--- src/rtl/simple_phase_sequencer.sv ---
// Multi-cycle instruction sequencer for the SIMPLE datapath: one-hot phase
// enables, run/stop/single-step control, memory stalls, sticky halt, retire count.
module simple_phase_sequencer #(
  parameter int NUM_PHASES = 5,
  parameter int ICNT_WIDTH = 16
) (
  input  logic                  clk,
  input  logic                  reset,
  input  logic                  exec,
  input  logic                  step,
  input  logic                  halt_req,
  input  logic                  mem_wait,
  output logic [NUM_PHASES-1:0] phase,
  output logic                  running,
  output logic                  halted,
  output logic [ICNT_WIDTH-1:0] instr_count,
  output logic [1:0]            state_dbg
);

  localparam int PH_W = $clog2(NUM_PHASES);
  localparam logic [PH_W-1:0] LAST_PH  = PH_W'(NUM_PHASES - 1);
  localparam logic [PH_W-1:0] STALL_PH = PH_W'(NUM_PHASES - 2);

  typedef enum logic [1:0] {
    S_IDLE = 2'd0,
    S_RUN  = 2'd1,
    S_STEP = 2'd2,
    S_HALT = 2'd3
  } state_t;

  state_t                state_q, state_d;
  logic [PH_W-1:0]       ph_q, ph_d;
  logic                  stop_pend_q, stop_pend_d;
  logic                  exec_prev_q, step_prev_q;
  logic [ICNT_WIDTH-1:0] icnt_q, icnt_d;

  logic exec_rise;
  logic step_rise;
  logic active;

  // A held button yields one edge; it re-arms only once sampled low.
  assign exec_rise = exec & ~exec_prev_q;
  assign step_rise = step & ~step_prev_q;

  always_ff @(posedge clk or posedge reset) begin
    if (reset) begin
      state_q     <= S_IDLE;
      ph_q        <= '0;
      stop_pend_q <= 1'b0;
      exec_prev_q <= 1'b0;
      step_prev_q <= 1'b0;
      icnt_q      <= '0;
    end else begin
      state_q     <= state_d;
      ph_q        <= ph_d;
      stop_pend_q <= stop_pend_d;
      exec_prev_q <= exec;
      step_prev_q <= step;
      icnt_q      <= icnt_d;
    end
  end

  always_comb begin
    state_d     = state_q;
    ph_d        = ph_q;
    stop_pend_d = stop_pend_q;
    icnt_d      = icnt_q;
    unique case (state_q)
      S_IDLE: begin
        ph_d = '0;
        if (exec_rise) begin
          state_d = S_RUN;
        end else if (step_rise) begin
          state_d = S_STEP;
        end
      end
      S_RUN, S_STEP: begin
        if (state_q == S_RUN && exec_rise) begin
          stop_pend_d = 1'b1;
        end
        if (ph_q == LAST_PH) begin
          // Retire: the instruction always finishes before any stop or halt.
          icnt_d = icnt_q + ICNT_WIDTH'(1);
          ph_d   = '0;
          if (halt_req) begin
            state_d     = S_HALT;
            stop_pend_d = 1'b0;
          end else if (state_q == S_STEP) begin
            state_d = S_IDLE;
          end else if (stop_pend_q) begin
            state_d     = S_IDLE;
            stop_pend_d = 1'b0;
          end else begin
            state_d = S_RUN;
          end
        end else if (ph_q == STALL_PH && mem_wait) begin
          ph_d = ph_q;
        end else begin
          ph_d = ph_q + PH_W'(1);
        end
      end
      S_HALT: begin
        state_d     = S_HALT;
        ph_d        = '0;
        stop_pend_d = 1'b0;
      end
      default: begin
        state_d = S_IDLE;
        ph_d    = '0;
      end
    endcase
  end

  assign active      = (state_q == S_RUN) || (state_q == S_STEP);
  assign phase       = active ? (NUM_PHASES'(1) << ph_q) : '0;
  assign running     = active;
  assign halted      = (state_q == S_HALT);
  assign instr_count = icnt_q;
  assign state_dbg   = state_q;

endmodule

--- config.mk ---
export PLATFORM = sky130hd
export DESIGN_NAME = simple_phase_sequencer
export DESIGN_NICKNAME = d
export VERILOG_FILES = /design/src/rtl/simple_phase_sequencer.sv
export SDC_FILE = /design/constraint.sdc
export NUM_CORES = 1
export LEC_CHECK = 0
export ABC_AREA = 0
export BUFFER_PORTS_ARGS = -buffer_cell sky130_fd_sc_hd__buf_4
export CORE_ASPECT_RATIO = 0.5
export CORE_MARGIN = 2
export CORE_UTILIZATION = 35
export CTS_CLUSTER_SIZE = 10
export DETAILED_ROUTE_END_ITERATION = 7
export PLACE_DENSITY = 0.67
export SLEW_MARGIN = 20
export SYNTH_ARGS = -nofsm -noshare
export SYNTH_HDL_FRONTEND = slang
export SYNTH_SLANG_ARGS = --single-unit
--- constraint.sdc ---
create_clock -name clk -period 1.73 [get_ports clk]
set_input_delay 0.173 -clock clk [delete_from_list [all_inputs] [get_ports clk]]
set_output_delay 0.173 -clock clk [all_outputs]
set_load 0.005 [all_outputs]
==> flow_summary.yaml <==
status:
  status: "finished, final reports clean"
final_layout:
  antennaDiodeCount: 0
  drive_gt1_share_pct: 32.3
  instances_no_fill: 206
  final_nets: 173
  regArea_um2: 601
  area_growth_pct: 33.9
  nFillCells: 328
  multiInputGateArea_um2: 624
global_route:
  grt_pass1_vias: 890
  overflow: 0
  grt_max_degree: 25
  grt_use_total_pct: 13.8
  antenna_found_initial: 0
  grt_pass1_wl_um: 4130
clock_network:
  path_clk_slew_ps: 90
  cts_root_buf: "clkbuf_8"
  cts_buffers: 3
  cts-htree-levels: 1
  cts_tree: "built"
  clk_latency_ps: 270
  clock-sinks: 24
  clk_path_buf_depth: 2
yosys:
  ys.warnings.count: 0
  synth.most_common_cell: "dfrtp_1"
  synthFlopType: "dfrtp_1"
  yosys.area.top_type: "dfrtp_1"
  synth_common_cells: "dfrtp_1 (24), xnor2_1 (12), ha_1 (11)"
  synth_cell_types: 30
  synth_edf_count: 0
  synth_area_leaders: "dfrtp_1 (48%), ha_1 (11%), xnor2_1 (8.4%)"
  synth_top_area_share_pct: 48.1
  netlist_instances: 114
  ys_seq_area_share_pct: 48.1
  synth_nets: 131
  syn_area_per_cell_um2: 11.0
  ys_ff_latch: 24
  synth_area_um2: 1250
  async_reset_ff_share_pct: 100
setup_path:
  worstSetupEndpointType: "flop"
  worst_setup_path_start_kind: "flop"
  crit_arrival_ps: 1820
  worstPathMaxFanout: 6
  r2r_slack_ps: 110
  cp.required_ps: 1940
  worstSetupPathType: "flop to flop"
power:
  p_int_uw: 1460
  power-per-cell-area_nw_per_um2: 1350
  p_sw_uw: 801
  total_leakage_power_uw: 0.000832
  clockPowerShare_pct: 17.1
  power_frac_seq_pct: 34.3
  p_comb_share_pct: 48.6
  swShare_pct: 35.4
  vdd_drop_max_v: 0.000414
sta:
  post-route-period-util_pct: 93.4
  rsz0062_at_grt: "no"
  drv_slew: 0
  worst_pin_slew_ps: 309
  setup_viol: 0
  whs_ps: 19.1
  fin_skew_ps: 4.79
  slew-limit-headroom_pct: 79.4
  min_period_ps: 1620
  finalHoldViolCount: 0
  fmax_mhz: 619
detailed_routing:
  ant_nets: 0
  avgRoutedWirePerCell_um: 11.9
  drtPass1Iterations: 4
  drt-initial-drc-count: 29
  vias: 935
  drc_errors: 0
  drt-vias-per-instance: 4.54
  wl_um: 2450
floorplan:
  die_h_um: 46.2
  die_area_um2: 4090
  die_w_um: 88.5
  start_util_pct: 36.6
  core_area_um2: 3420
  rows: 15
  design.portCount: 31
place:
  placed_cells: 198
  numPortBuffers: 30
  gp_congestion: 0.839
  hpwlAfterDp_um: 1880
hold_path:
  hp-class: "input pin to flop"
run:
  maxCapViolCount: 0
## layout make-up
type	count	area share (%)
multi-input cells	80	37.4
inverters	8	1.80
flip-flops and latches	24	35.9
well taps	51	3.82
clock buffers	4	3.29
repair buffers	39	17.8
## per-stage QoR
step / instance area (um2) / power (uW) / setup TNS (ps) / util, % / setup slack (ps)
global placement: 1580 / 1830 / 0 / 46.2 / 128
detailed placement: 1580 / 1860 / 0 / 46.2 / 59.9
finish: 1670 / 2260 / 0 / 48.9 / 114
CTS: 1660 / 2300 / 0 / 48.6 / 85.7
global route: 1670 / 2470 / 0 / 48.9 / 22.2
floorplan: 1270 / 1410 / -27.9 / - / -27.9
## critical path: stages, from the launching register on
cell and delay, ps:
dfrtp_1 440, inv_1 100, ha_1 200, and3_4 230
and3_4 230, and4_4 240, xor2_2 120
## worst paths after layout
path	start	endpoint	cells past startpoint
setup reg to reg	ph_q[0]	instr_count[7]	6
setup / recovery	ph_q[0]	instr_count[7]	6
min in group asynchronous	reset	instr_count[11]	4
max in group asynchronous	reset	instr_count[1]	4
hold / removal	exec	exec_prev_q	1
hold reg to reg	instr_count[15]	instr_count[15]	1
## power groups by stage
| stage | Sequential [uW] | Combinational [uW] | Clock, uW |
|---|---|---|---|
| 2_1_floorplan | 788 | 620 | 0 |
| 3_3_place_gp | 792 | 1040 | 0 |
| 3_5_place_dp | 800 | 1060 | 0 |
| 4_1_cts | 779 | 1120 | 403 |
| 5_1_grt | 796 | 1250 | 430 |
| 6_report | 777 | 1100 | 387 |
## routing by layer
layer	vias to the layer above	track usage [%]	wire, um
met5	-	0	0
met3	5	4.30	86
met2	15	24.1	1180
met4	0	3.64	24
met1	453	17.1	1150
li1	462	-	-
## placed cells by master, fill, tap and decap left out, types with 3 or more instances in the layout
master,n
nand2_1,9
inv_1,6
clkbuf_8,4
xor2_1,3
nor2_1,5
ha_1,10
nand4_1,6
nand3_1,4
dfrtp_1,24
and2_1,5
xnor2_1,12
buf_4,37
## sequential cells by signal (all words and copies together) (netlist names)
| name | count |
|---|---|
| state_dbg | 2 |
| ph_q | 3 |
| stop_pend_q | 1 |
| exec_prev_q | 1 |
| instr_count | 16 |
| step_prev_q | 1 |
## repair_timing
| action | CTS | global route |
|---|---|---|
| gates resized for setup | 0 | 1 |
| pin swaps | 0 | 0 |
| hold buffers | 1 | 1 |
| setup buffers | 3 | 0 |
| endpoints found under the setup margin | 3 | 3 |
| hold endpoints to repair | 24 | 1 |
## cell families after synthesis
logic type	count (synthesis)	share of synthesized area, %
xor gates and xnor gates	16	11.8
muxes	2	1.70
adders and majority gates	11	11.0
AOI/OAI and AO/OA	10	5.81
buffers and inverters	10	3.91
and+or+nand+nor	41	17.6
DFF	24	48.1
Power figures use the tool's default switching activity.
